==> src/rtl/key_sched_pkg.sv <==
// rtl/key_sched_pkg.sv - shared types and constants for the key search scheduler
package key_sched_pkg;

  localparam int KEY_W_DEF = 24;

  typedef enum logic [2:0] {
    IDLE,
    LAUNCH,
    WAIT_LO,
    WAIT_HI,
    EVAL
  } state_t;

endpackage

==> src/rtl/key_sched.sv <==
// rtl/key_sched.sv - brute-force key stepper driving one decryption core
// Walks KEY_START, KEY_START+KEY_STRIDE, ... until the core reports printable plaintext.
module key_sched
  import key_sched_pkg::*;
#(
  parameter int     KEY_W      = KEY_W_DEF,
  parameter longint KEY_START  = 0,
  parameter longint KEY_STRIDE = 1
) (
  input  logic             clk,
  input  logic             rst_n,
  input  logic             en,
  output logic             rdy,
  input  logic             stop,
  output logic             core_en,
  input  logic             core_rdy,
  output logic [KEY_W-1:0] core_key,
  input  logic             core_ok,
  output logic             done,
  output logic             key_valid,
  output logic [KEY_W-1:0] key,
  output logic [KEY_W:0]   tries
);

  localparam longint KEY_MAX = (KEY_W >= 63) ? 64'sh7FFF_FFFF_FFFF_FFFF
                                             : ((64'sd1 <<< KEY_W) - 64'sd1);
  localparam logic [KEY_W:0] MAX_W = {1'b0, {KEY_W{1'b1}}};
  // A stride wider than the key space simply makes every key the last one.
  localparam logic [KEY_W:0] STEP  = (KEY_STRIDE > KEY_MAX) ? MAX_W + 1'b1
                                                            : (KEY_W+1)'(KEY_STRIDE);

  if (KEY_W < 1) begin : g_bad_width
    $error("key_sched: KEY_W must be at least 1");
  end
  if (KEY_START < 0 || KEY_START > KEY_MAX) begin : g_bad_start
    $error("key_sched: KEY_START outside the key space");
  end
  if (KEY_STRIDE < 1) begin : g_bad_stride
    $error("key_sched: KEY_STRIDE must be at least 1");
  end

  state_t           state, nxt;
  logic [KEY_W-1:0] cur;
  logic [KEY_W:0]   sum;
  logic             last;
  logic             ok_r;

  // The carry out of the extended add marks the final key, so cur never wraps.
  assign sum      = {1'b0, cur} + STEP;
  assign last     = sum[KEY_W];
  assign rdy      = (state == IDLE);
  assign core_key = cur;

  always_comb begin
    nxt     = state;
    core_en = 1'b0;
    case (state)
      IDLE:    if (en) nxt = LAUNCH;
      LAUNCH: begin
        if (core_rdy) begin
          core_en = 1'b1;
          nxt     = WAIT_LO;
        end
      end
      WAIT_LO: if (!core_rdy) nxt = WAIT_HI;
      WAIT_HI: if (core_rdy) nxt = EVAL;
      EVAL:    nxt = (ok_r || last || stop) ? IDLE : LAUNCH;
      default: nxt = IDLE;
    endcase
  end

  always_ff @(posedge clk) begin
    if (!rst_n) begin
      state     <= IDLE;
      cur       <= '0;
      ok_r      <= 1'b0;
      done      <= 1'b0;
      key_valid <= 1'b0;
      key       <= '0;
      tries     <= '0;
    end else begin
      state <= nxt;
      case (state)
        IDLE: begin
          if (en) begin
            cur       <= KEY_W'(KEY_START);
            done      <= 1'b0;
            key_valid <= 1'b0;
            key       <= '0;
            tries     <= '0;
          end
        end
        WAIT_HI: begin
          if (core_rdy) begin
            ok_r  <= core_ok;
            tries <= tries + 1'b1;
          end
        end
        // A hit outranks both exhaustion and a sibling's stop.
        EVAL: begin
          if (ok_r) begin
            key       <= cur;
            key_valid <= 1'b1;
            done      <= 1'b1;
          end else if (last || stop) begin
            done      <= 1'b1;
          end else begin
            cur       <= sum[KEY_W-1:0];
          end
        end
        default: ;
      endcase
    end
  end

endmodule
==> config.mk <==
export PLATFORM = sky130hd
export DESIGN_NAME = key_sched
export DESIGN_NICKNAME = d
export VERILOG_FILES = /design/src/rtl/key_sched_pkg.sv /design/src/rtl/key_sched.sv
export SDC_FILE = /design/constraint.sdc
export NUM_CORES = 1
export LEC_CHECK = 0
export BUFFER_PORTS_ARGS = -buffer_cell sky130_fd_sc_hd__buf_2
export CAP_MARGIN = 20
export CORE_ASPECT_RATIO = 1.1
export CORE_MARGIN = 2
export CORE_UTILIZATION = 40
export CTS_CLUSTER_DIAMETER = 40
export DETAILED_ROUTE_END_ITERATION = 8
export PLACE_DENSITY = 0.71
export SYNTH_ARGS = -nofsm -noshare
export SYNTH_HDL_FRONTEND = slang
export SYNTH_SLANG_ARGS = --single-unit
==> constraint.sdc <==
create_clock -name clk -period 3.1 [get_ports clk]
set_input_delay 0 -clock clk [delete_from_list [all_inputs] [get_ports clk]]
set_output_delay 0 -clock clk [all_outputs]
set_load 0.02 [all_outputs]
==> out/results.tsv, run 1 <==
stage	metric	value	unit
outcome	status	completed	
synth	Syn Area/Cell	9.01	um2
run	max_cap viols	0	
clock_network	worst-skew pair later-pin latency	0.35	ns
clock_network	Clk pin slew, worst setup/hold paths	0.09	ns
die	Std-Cell Rows	35	
clock_network	TritonCTS Buffers	9	
synth	Synth Area in Adders	0.00718	
clock_network	clk buf depth	2	
worst_setup_path	crit path cell chain	or3b_4 > a2111o_1 > or3_1 > or4_1 > a21oi_1	
global_routing	initial antenna violation count	0	
worst_setup_path	WS Path Type	reg2reg	
sta	final hold violations	0	
synth	top post-synthesis cells by area	dfxtp_1 (45%), a22o_1 (6.0%), xnor2_1 (5.0%)	
worst_setup_path	Critical Path AT	2.74	ns
worst_setup_path	Reg2Reg Setup Slack	0.64	ns
global_routing	first-pass GRT wire length	13.7	mm
route	Iteration-0 DRC Markers	165	
synth	Yosys cell types	47	
die	Core Region	8410	um2
min_path	Tightest Hold Check Type	in2reg	
clock_network	CTS tree	done	
worst_setup_path	Worst EP required	3.38	ns
placement	post-DP HPWL	5.94	mm
die	Initial Util	0.415	
worst_setup_path	Worst path max stage delay	0.57	ns
finish	# nets final	479	
worst_setup_path	Reg-to-Reg End	tries[24]	
clock_network	Root Buffer	clkbuf_8	
finish	share of cells above drive strength 1	0.237	
pwr	maximum vdd drop	0.000195	V
sta	setup total negative slack	0	ns
synth	Post-Syn Area	3490	um2
synth	mux cell area share after synthesis	0.0115	
worst_setup_path	R2R cell count	5	
die	I/O Pins	83	
synth	sequential-to-total area share from yosys stat	0.454	
pwr	Pwr Density	446	nW/um2
route	via count	3204	
sta	minimum clock period	2.46	ns
sta	Tcrit/Tclk final	0.793	
clock_network	Sink Count	79	
synth	syn_nets	395	
die	die width	93.0	um
synth	simple-gate portion of the synthesized area	0.254	
min_path	Hold Path Depth	4	
die	die height	102	um
route	DRC viols	0	
route	Antenna Nets Post-Route	0	
synth	synthesized flop and latch total	79	
synth	post-synthesis compound-gate area fraction	0.174	
placement	Placed Instances	565	
die	die area	9480	um2
worst_setup_path	Critical Path Start Type	flip-flop	
synth	commonest cells in the netlist	dfxtp_1 (79), nor2_1 (37), nand2_1 (25)	
sta	Slew HR	0.514	
synth	share of the synthesized area in the top cell type	0.454	
synth	largest family of logic cells by synthesized area	simple AND/OR/NAND/NOR gates	
global_routing	Tot GR Track Use	0.179	
finish	final core utilization	0.507	
global_routing	largest net degree at the start of global routing	45	
worst_setup_path	CP max FO	12	
route	WL/cell	14.4	um
synth	Synth async-reset ratio	0	
sta	final setup fails	0	
global_routing	total grt overflow	0	
sta	Slew Limit Fails	0	
synth	Mapped Cells	387	
synth	Post-synth EDFFs	0	
sta	Clock Skew	0.00704	ns
route	final wirelength	8.47	mm
placement	IO Port Bufs	82	
synth	yosys warns	0	
sta	Fmax	407	MHz
worst_setup_path	Critical-path top delay cell	a2111o_1	
clock_network	Setup Buffers After CTS	0	
clock_network	H-Tree Depth	3	
sta	Worst-Margin Slew	0.728	ns
worst_setup_path	r2r startpoint	state[1]	
route	Initial DRT Pass Iterations	4	
pwr	Leak	0.00168	uW
synth	top_reg_cell synth	dfxtp_1	
worst_setup_path	Critical Path Sink Type	flip-flop	
placement	routability cong.	0.839	
synth	XOR/XNOR share of the synthesized area	0.0678	
global_routing	vias in the first global route	2886	
sta	RSZ-0062 raised after global routing	no	
route	via/cell ratio	5.46	
finish	Inserted Diodes	0	
synth	Synth area leader	dfxtp_1	
min_path	hold path startpoint	en	
finish	Syn-to-layout area delta	22.2	%
synth	most frequent cell after synthesis	dfxtp_1	
finish	Final Non-Filler Cells	587	
min_path	hold path endpoint	core_key[0]	
## through the flow
step	total power [uW]	hold slack [ns]	cell area (um2)	setup slack (ns)
2_1_floorplan	1120	0.146	3490	0.921
6_report	1900	0.0678	4260	0.642
4_1_cts	1930	0.0541	4250	0.646
5_1_grt	1980	0.0813	4260	0.435
3_5_place_dp	1140	0.288	3990	0.667
3_3_place_gp	1140	0.277	3990	0.719
## logic make-up (layout without fill, tap and decap cells)
group | Yosys count | count (layout)
flip-flops | 79 | 79
buffers and inverters | 28 | 117
AO/OA/AOI/OAI | 82 | 82
AND/OR/NAND/NOR | 165 | 165
multiplexers | 4 | 4
XOR/XNOR | 27 | 27
adder cells (fa/ha/maj) | 2 | 2
## worst max-delay path, delay by kind of cell (launching register included)
kind	cells	cell delay [ns]
DFF	1	0.42
and+or+nand+nor	3	1.25
AOI/OAI and AO/OA	2	0.71
## report_power, final
group	internal [uW]	total, uW	switching, uW
Combinational	30.7	96.3	65.5
Clock	380	776	396
Sequential	1020	1030	8.81
Total	1430	1900	470
## sequential cells by signal, indices dropped and copies added, names as in the netlist
register	cells
core_key	24
tries	25
key_valid	1
ok_r	1
done	1
state	3
key	24
## worst max-delay path by stage
| stage | slack [ns] | from | depth (start not counted) | to |
|---|---|---|---|---|
| 2_1_floorplan | 0.92 | state[0] | 6 | tries[24] |
| 3_3_place_gp | 0.72 | state[1] | 5 | tries[24] |
| 3_5_place_dp | 0.67 | state[1] | 5 | tries[24] |
| 4_1_cts | 0.65 | state[1] | 5 | tries[24] |
| 5_1_grt | 0.43 | state[2] | 5 | core_key[9] |
| 6_report | 0.64 | state[1] | 5 | tries[24] |
## cell usage in the layout, fill, tap and decap left out, types with 3 or more instances in the layout
cell type	count
and4_1	6
and3_1	9
nor3_1	7
xnor2_1	20
a31o_2	3
dfxtp_1	79
nand2_1	25
buf_4	5
and2_1	7
o21ai_0	9
dlygate4sd3_1	5
mux2i_1	4
nand4_1	16
buf_2	82
nand3_1	21
a31oi_1	3
nor4_1	7
inv_1	8
clkbuf_8	9
xor2_1	7
nor2_1	37
or3_1	10
a211oi_1	3
or4_1	8
a22o_1	24
o31ai_1	6
a21oi_1	19
nand2b_1	3
## per-layer routing
| metal | wire length, um | global-route usage |
|---|---|---|
| met1 | 3960 | 0.235 |
| met2 | 3950 | 0.294 |
| met3 | 484 | 0.0361 |
| met4 | 79 | 0.0679 |
| met5 | 0 | 0 |
## layout make-up
type	instances	area, um2
Tap cell	111	139
Sequential cell	79	1580
Clock buffer	9	124
Multi-Input combinational cell	280	1800
Inverter	8	30.0
Clock inverter	7	80.1
Timing Repair Buffer	93	509
Fill cell	823	4150
## timing repair
item                                   4_1_cts  5_1_grt
endpoints found under the hold margin        5        0
gates resized for setup                      0        0
hold buffers                                 5        0
No activity file was read; power rests on OpenSTA's default activity.
==> inputs of run 2 (changes only) <==
Settings changed: ABC_AREA set to 1, PLACE_DENSITY 0.71 to 0.7.
Clock period 3.1 ns to 2.3 ns, I/O delays scaled along.
==> run 2 against run 1 <==
Against the previous run:
- fmax rose by 21%
- synthesized cell count increased by 52%
- non-clock buffer count shrank 4
- critical endpoint is now core_key[15]
- final cell count increased by 36%
- hold slack got worse by 0.038 ns
- largest cell class unchanged
- sequential share of layout area fell by 3.7 points
- critical path depth is 6 higher
- first-iteration DRC count decreased by 14%
- die area up 14%
- routed wire length rose by 27%
- final area grew 11%
==> out/results.tsv, run 2 <==
stage	metric	value	unit	change
global_routing	vias in the first global route	3785		+31%
sta	RSZ-0062 raised after global routing	no		
sta	Tcrit/Tclk final	0.886		+0.0935
finish	max FFs per register	25		unchanged
worst_setup_path	Worst path max stage delay	0.48	ns	-0.09 ns
synth	most frequent cell after synthesis	nand2_1		
synth	Mapped Cells	589		+52%
worst_setup_path	Critical Path Start Type	flip-flop		
synth	Synth async-reset ratio	0		unchanged
finish	most frequent cells in the layout	nand2_1 (125), nor2_1 (98), buf_2 (82)		
route	via count	4079		+27%
synth	synthesized flop and latch total	79		unchanged
outcome	status	completed		
synth	Synth area leader	dfxtp_1		
finish	Syn-to-layout area delta	18.6	%	
global_routing	initial antenna violation count	0		unchanged
die	I/O Pins	83		unchanged
pwr	clock power share	0.352		-0.057
pwr	Int Pwr	2100	uW	+47%
finish	Largest Register	tries		
clock_network	Clk pin slew, worst setup/hold paths	0.09	ns	about the same
synth	yosys warns	0		unchanged
clock_network	worst-skew pair later-pin latency	0.36	ns	about the same
synth	syn_nets	597		+51%
placement	post-DP HPWL	7.95	mm	+34%
synth	Yosys cell types	35		-26%
sta	Worst-Margin Slew	1.01	ns	+0.279 ns
die	die area	10800	um2	+14%
placement	Place WS	0.322	ns	-0.345 ns
worst_setup_path	CP delay by family, top	simple AND/OR/NAND/NOR gates		
die	Initial Util	0.408		-0.00694
worst_setup_path	R2R cell count	11		+6
placement	placed standard-cell area	4510	um2	+13%
pwr	maximum vdd drop	0.000266	V	+36%
pwr	sequential share of power	0.469		-0.072
worst_setup_path	Worst EP required	2.57	ns	-0.81 ns
sta	setup total negative slack	0	ns	unchanged
clock_network	TritonCTS Buffers	9		unchanged
finish	design area	4730	um2	+11%
synth	top post-synthesis cells by area	dfxtp_1 (40%), nand2_1 (12%), nor2_1 (9.2%)		
worst_setup_path	Critical-path top delay cell	dfxtp_1		
die	die height	109	um	+6.7%
pwr	switching fraction of total power	0.315		+0.0670
placement	IO Port Bufs	82		unchanged
route	Iteration-0 DRC Markers	142		-14%
die	die width	99.3	um	+6.7%
route	final wirelength	10.7	mm	+27%
synth	share of the synthesized area in the top cell type	0.396		-0.0576
run	max_cap viols	0		unchanged
worst_setup_path	Critical Path AT	2.31	ns	-0.43 ns
sta	crit path setup slack, layout	0.261	ns	-0.381 ns
sta	final setup fails	0		unchanged
clock_network	Sink Count	79		unchanged
route	DRC viols	0		unchanged
worst_setup_path	CP max FO	19		+7
global_routing	Tot GR Track Use	0.202		+0.0227
route	Initial DRT Pass Iterations	5		+1
global_routing	largest net degree at the start of global routing	29		-36%
synth	Post-Syn Area	3990	um2	+15%
finish	final core utilization	0.483		-0.0232
route	WL/cell	13.4	um	-6.8%
die	Core Region	9790	um2	+16%
clock_network	Setup Buffers After CTS	0		unchanged
sta	minimum clock period	2.04	ns	-0.419 ns
synth	Syn Area/Cell	6.78	um2	-25%
worst_setup_path	Critical Path Sink Type	flip-flop		
finish	commonest non-fill, non-tap cell in the layout	nand2_1		
worst_setup_path	crit path cell chain	ha_1 > nand2_2 > nor2_4 > nand2_4 > nor2_4 > nand2_2 > nand2_4 > nand2_8 > nand2_8 > nand2_1 > a21oi_1		
sta	Slew Limit Fails	0		unchanged
synth	top_reg_cell synth	dfxtp_1		
sta	final hold violations	0		unchanged
clock_network	CTS tree	done		
synth	commonest cells in the netlist	nand2_1 (126), nor2_1 (98), dfxtp_1 (79)		
pwr	combinational fraction of design power	0.179		+0.128
clock_network	H-Tree Depth	3		unchanged
synth	sequential-to-total area share from yosys stat	0.396		-0.0576
worst_setup_path	Crit. path cell count	11		+6
die	Std-Cell Rows	38		+8.6%
sta	Slew HR	0.328		-0.186
route	via/cell ratio	5.12		-6.2%
sta	Fmax	490	MHz	+21%
finish	share of cells above drive strength 1	0.205		-0.0321
pwr	Leak	0.00195	uW	+16%
placement	routability cong.	0.948		+13%
sta	Clock Skew	0.00982	ns	+0.00278 ns
worst_setup_path	number of buffers and inverters on the critical path	0		unchanged
finish	# nets final	680		+42%
finish	Inserted Diodes	0		unchanged
min_path	Hold Path Depth	3		-1
pwr	Pwr Density	649	nW/um2	+46%
global_routing	first-pass GRT wire length	17.7	mm	+29%
clock_network	clk buf depth	2		unchanged
synth	Post-synth EDFFs	0		unchanged
pwr	switching pwr	967	uW	+110%
route	Antenna Nets Post-Route	0		unchanged
worst_setup_path	WS Path Type	reg2reg		
clock_network	Root Buffer	clkbuf_8		
min_path	Tightest Hold Check Type	in2reg		
global_routing	total grt overflow	0		unchanged
## run 2: path summary, 6_finish.rpt
kind	start	slack, ns	end
min reg2reg	tries[24]	0.45	tries[24]
min	core_rdy	0.03	state[1]
max	core_key[1]	0.26	core_key[15]
max reg2reg	core_key[1]	0.26	core_key[15]
## run 2: logic make-up after synthesis
kind of cell	synth area share
adders and majority gates	0.00627
buffers and inverters	0.0890
DFF	0.396
and+or+nand+nor	0.357
AOI/OAI and AO/OA	0.139
xor gates and xnor gates	0.0132
## run 2: what timing repair did
item | CTS | global route
endpoints found under the setup margin | 0 | 1
endpoints found under the hold margin | 1 | 0
hold buffers | 1 | 0
resized for setup | 0 | 1
## run 2: metrics by stage
step / hold WS [ns] / power, uW / std cells
after detailed placement: 0.328 / 2020 / 780
after global routing: 0.0351 / 3220 / 797
after global placement: 0.317 / 2000 / 780
final: 0.0300 / 3070 / 797
after CTS: 0.00630 / 3100 / 797
after floorplan: 0.136 / 1880 / 589
## run 2: worst reg2reg max path, cell delays in order (launching register included)
cell     delay, ns
dfxtp_1       0.48
ha_1          0.25
nand2_2       0.10
nor2_4        0.17
nand2_4       0.10
nor2_4        0.15
nand2_2       0.09
nand2_4       0.10
nand2_8       0.12
nand2_8       0.16
nand2_1       0.07
a21oi_1       0.15
## run 2: power groups by stage
stage                     logic (uW)  clock network, uW  registers (uW)
after floorplan                  392                  0            1490
after global placement           535                  0            1470
after detailed placement         549                  0            1470
after CTS                        552               1110            1440
after global routing             613               1160            1450
final                            550               1080            1440
## run 2: per-layer routing
| layer | vias to the layer above | wire [um] | GRT usage |
|---|---|---|---|
| met2 | 130 | 5190 | 0.356 |
| met3 | 14 | 657 | 0.0365 |
| met1 | 1842 | 4750 | 0.246 |
| li1 | 2093 | - | - |
| met4 | 0 | 121 | 0.0744 |
| met5 | - | 0 | 0 |
## run 2: final cells by class
type                            instances  area (um2)
Multi-Input combinational cell        422        2060
Tap cell                              120         150
Inverter                               71         272
Timing Repair Buffer                   89         465
Clock inverter                          5        56.3
Sequential cell                        79        1580
Fill cell                            1019        5060
Clock buffer                           11         151
==> inputs of run 3 (changes only) <==
Settings changed: BUFFER_PORTS_ARGS -buffer_cell sky130_fd_sc_hd__buf_2 to unset, DONT_BUFFER_PORTS set to 1, PLACE_DENSITY 0.7 to 0.63, REMOVE_ABC_BUFFERS set to 1.
==> run 3 against run 2 <==
Against the previous run:
- sequential power is essentially flat
- critical path depth is the same
- hold slack lost 0.00081 ns
- sequential share of layout area grew 1.4 points
- utilization shrank 2.0 points
- critical endpoint is now state[0]
==> out/results.tsv, run 3 (same netlist as run 2, synthesis figures left out) <==
stage	metric	value	unit	change
sta	minimum clock period	2.09	ns	+0.0486 ns
finish	Inserted Diodes	0		unchanged
finish	Largest Register	tries		
die	die height	109	um	unchanged
die	die width	99.3	um	unchanged
sta	Tcrit/Tclk final	0.908		+0.0211
route	Initial DRT Pass Iterations	4		-1
pwr	Leak	0.00165	uW	-15%
worst_setup_path	Worst EP required	2.53	ns	-0.04 ns
placement	placed standard-cell area	4280	um2	-5.3%
clock_network	Clk pin slew, worst setup/hold paths	0.08	ns	about the same
clock_network	clk buf depth	2		unchanged
sta	Slew Limit Fails	0		unchanged
worst_setup_path	Critical Path AT	2.32	ns	about the same
finish	# nets final	624		-8.2%
global_routing	initial antenna violation count	0		unchanged
pwr	maximum vdd drop	0.000281	V	+5.8%
sta	setup total negative slack	0	ns	unchanged
min_path	Hold Path Depth	3		unchanged
placement	post-DP HPWL	8.09	mm	+1.8%
route	WL/cell	14.9	um	+11%
clock_network	CTS tree	done		
global_routing	Tot GR Track Use	0.210		+0.00840
clock_network	Sink Count	79		unchanged
placement	IO Port Bufs	0		-100%
sta	Slew HR	0.370		+0.0419
min_path	Tightest Hold Check Type	in2reg		
die	Core Region	9790	um2	unchanged
worst_setup_path	crit path cell chain	ha_1 > nand2_2 > nor2_4 > nand2_4 > nor2_4 > nand2_2 > nand2_4 > inv_1 > nand2_1 > a21oi_1 > dlygate4sd3_1		
worst_setup_path	Reg2Reg Setup Slack	0.21	ns	-0.05 ns
sta	Hold Slack	0.0292	ns	-0.000805 ns
pwr	Pwr Density	716	nW/um2	+10%
run	max_cap viols	0		unchanged
finish	Syn-to-layout area delta	13.8	%	
die	Initial Util	0.408		unchanged
route	via count	3908		-4.2%
route	Iteration-0 DRC Markers	164		+15%
route	via/cell ratio	5.28		+3.2%
worst_setup_path	R2R cell count	11		unchanged
outcome	status	completed		
global_routing	total grt overflow	0		unchanged
global_routing	first-pass GRT wire length	18.1	mm	+2.3%
die	I/O Pins	83		unchanged
sta	RSZ-0062 raised after global routing	no		
finish	commonest non-fill, non-tap cell in the layout	nand2_1		
worst_setup_path	Worst path max stage delay	0.58	ns	+0.10 ns
clock_network	H-Tree Depth	3		unchanged
die	Std-Cell Rows	38		unchanged
placement	Place WS	0.358	ns	+0.0367 ns
sta	Clock Skew	0.0127	ns	+0.00289 ns
pwr	total power	3250	uW	+6.0%
min_path	hold path startpoint	rst_n		
route	DRC viols	0		unchanged
clock_network	TritonCTS Buffers	9		unchanged
worst_setup_path	r2r startpoint	core_key[0]		
worst_setup_path	WS Path Type	reg2reg		
worst_setup_path	Critical-path top delay cell	dlygate4sd3_1		
route	final wirelength	11.0	mm	+2.9%
finish	design area	4540	um2	-4.0%
worst_setup_path	Critical Path Sink Type	flip-flop		
global_routing	vias in the first global route	3716		-1.8%
sta	Fmax	479	MHz	-2.3%
finish	max FFs per register	25		unchanged
clock_network	CTS-repair resized insts	0		unchanged
finish	share of cells above drive strength 1	0.123		-0.0827
sta	Worst-Margin Slew	0.944	ns	-0.0628 ns
sta	crit path setup slack, layout	0.213	ns	-0.0486 ns
finish	most frequent cells in the layout	nand2_1 (126), nor2_1 (98), dfxtp_1 (79)		
sta	final hold violations	0		unchanged
worst_setup_path	CP max FO	4		-15
worst_setup_path	Critical Path Start Type	flip-flop		
clock_network	worst-skew pair later-pin latency	0.36	ns	about the same
clock_network	Root Buffer	clkbuf_8		
global_routing	largest net degree at the start of global routing	29		unchanged
placement	routability cong.	0.938		-0.96%
route	Antenna Nets Post-Route	0		unchanged
die	die area	10800	um2	unchanged
sta	final setup fails	0		unchanged
worst_setup_path	Reg-to-Reg End	state[0]		
min_path	hold path endpoint	tries[4]		
-- run 3: cell count changes in the layout (fill, tap and decap cells not counted), moves of 2 or more --
cell | before | now
clkbuf_1 | 0 | 2
buf_2 | 82 | 0
dlygate4sd3_1 | 1 | 4
buf_4 | 6 | 29
clkbuf_8 | 11 | 9
bufinv_16 | 1 | 3
-- run 3: final cells by class --
type	instances	area (um2)
Sequential cell	79	1580
Multi-Input combinational cell	422	2060
Timing Repair Buffer	33	258
Clock inverter	4	95.1
Fill cell	997	5250
Clock buffer	11	131
Tap cell	120	150
Inverter	71	272
-- run 3: timing repair --
item                      CTS  global route
hold endpoints to repair   20             0
buffers inserted            0             0
hold buffers                4             0
-- run 3: critical path, delay by kind of cell, from the launching register on --
family | cells | cell delay, ns
DFF | 1 | 0.33
buffers and inverters | 2 | 0.67
adders and majority gates | 1 | 0.19
and+or+nand+nor | 7 | 0.70
AOI/OAI and AO/OA | 1 | 0.08
-- run 3: per-layer routing --
| layer | vias up | share of wire | global-route usage |
|---|---|---|---|
| met1 | 1797 | 0.40 | 0.241 |
| met2 | 129 | 0.50 | 0.366 |
| met5 | - | 0 | 0 |
| li1 | 1968 | - | - |
| met3 | 14 | 0.090 | 0.0763 |
| met4 | 0 | 0.012 | 0.0665 |
-- run 3: how the worst max path moves through the flow --
stage / from / end / cells after the start
after floorplan: state[1] / tries[19] / 10
after global placement: state[1] / tries[19] / 10
after detailed placement: state[1] / tries[19] / 10
after CTS: core_key[0] / state[0] / 11
after global routing: core_key[0] / state[0] / 11
final: core_key[0] / state[0] / 11
-- run 3: report_power, final --
part / internal (uW) / switching, uW
Clock: 715 / 515
Sequential: 1400 / 28.5
Combinational: 166 / 429
Total: 2280 / 973
-- run 3: stage by stage --
step	utilization	instances
4_1_cts	0.464	740
6_report	0.464	740
5_1_grt	0.464	740
3_5_place_dp	0.437	721
3_3_place_gp	0.437	721
2_1_floorplan	-	572
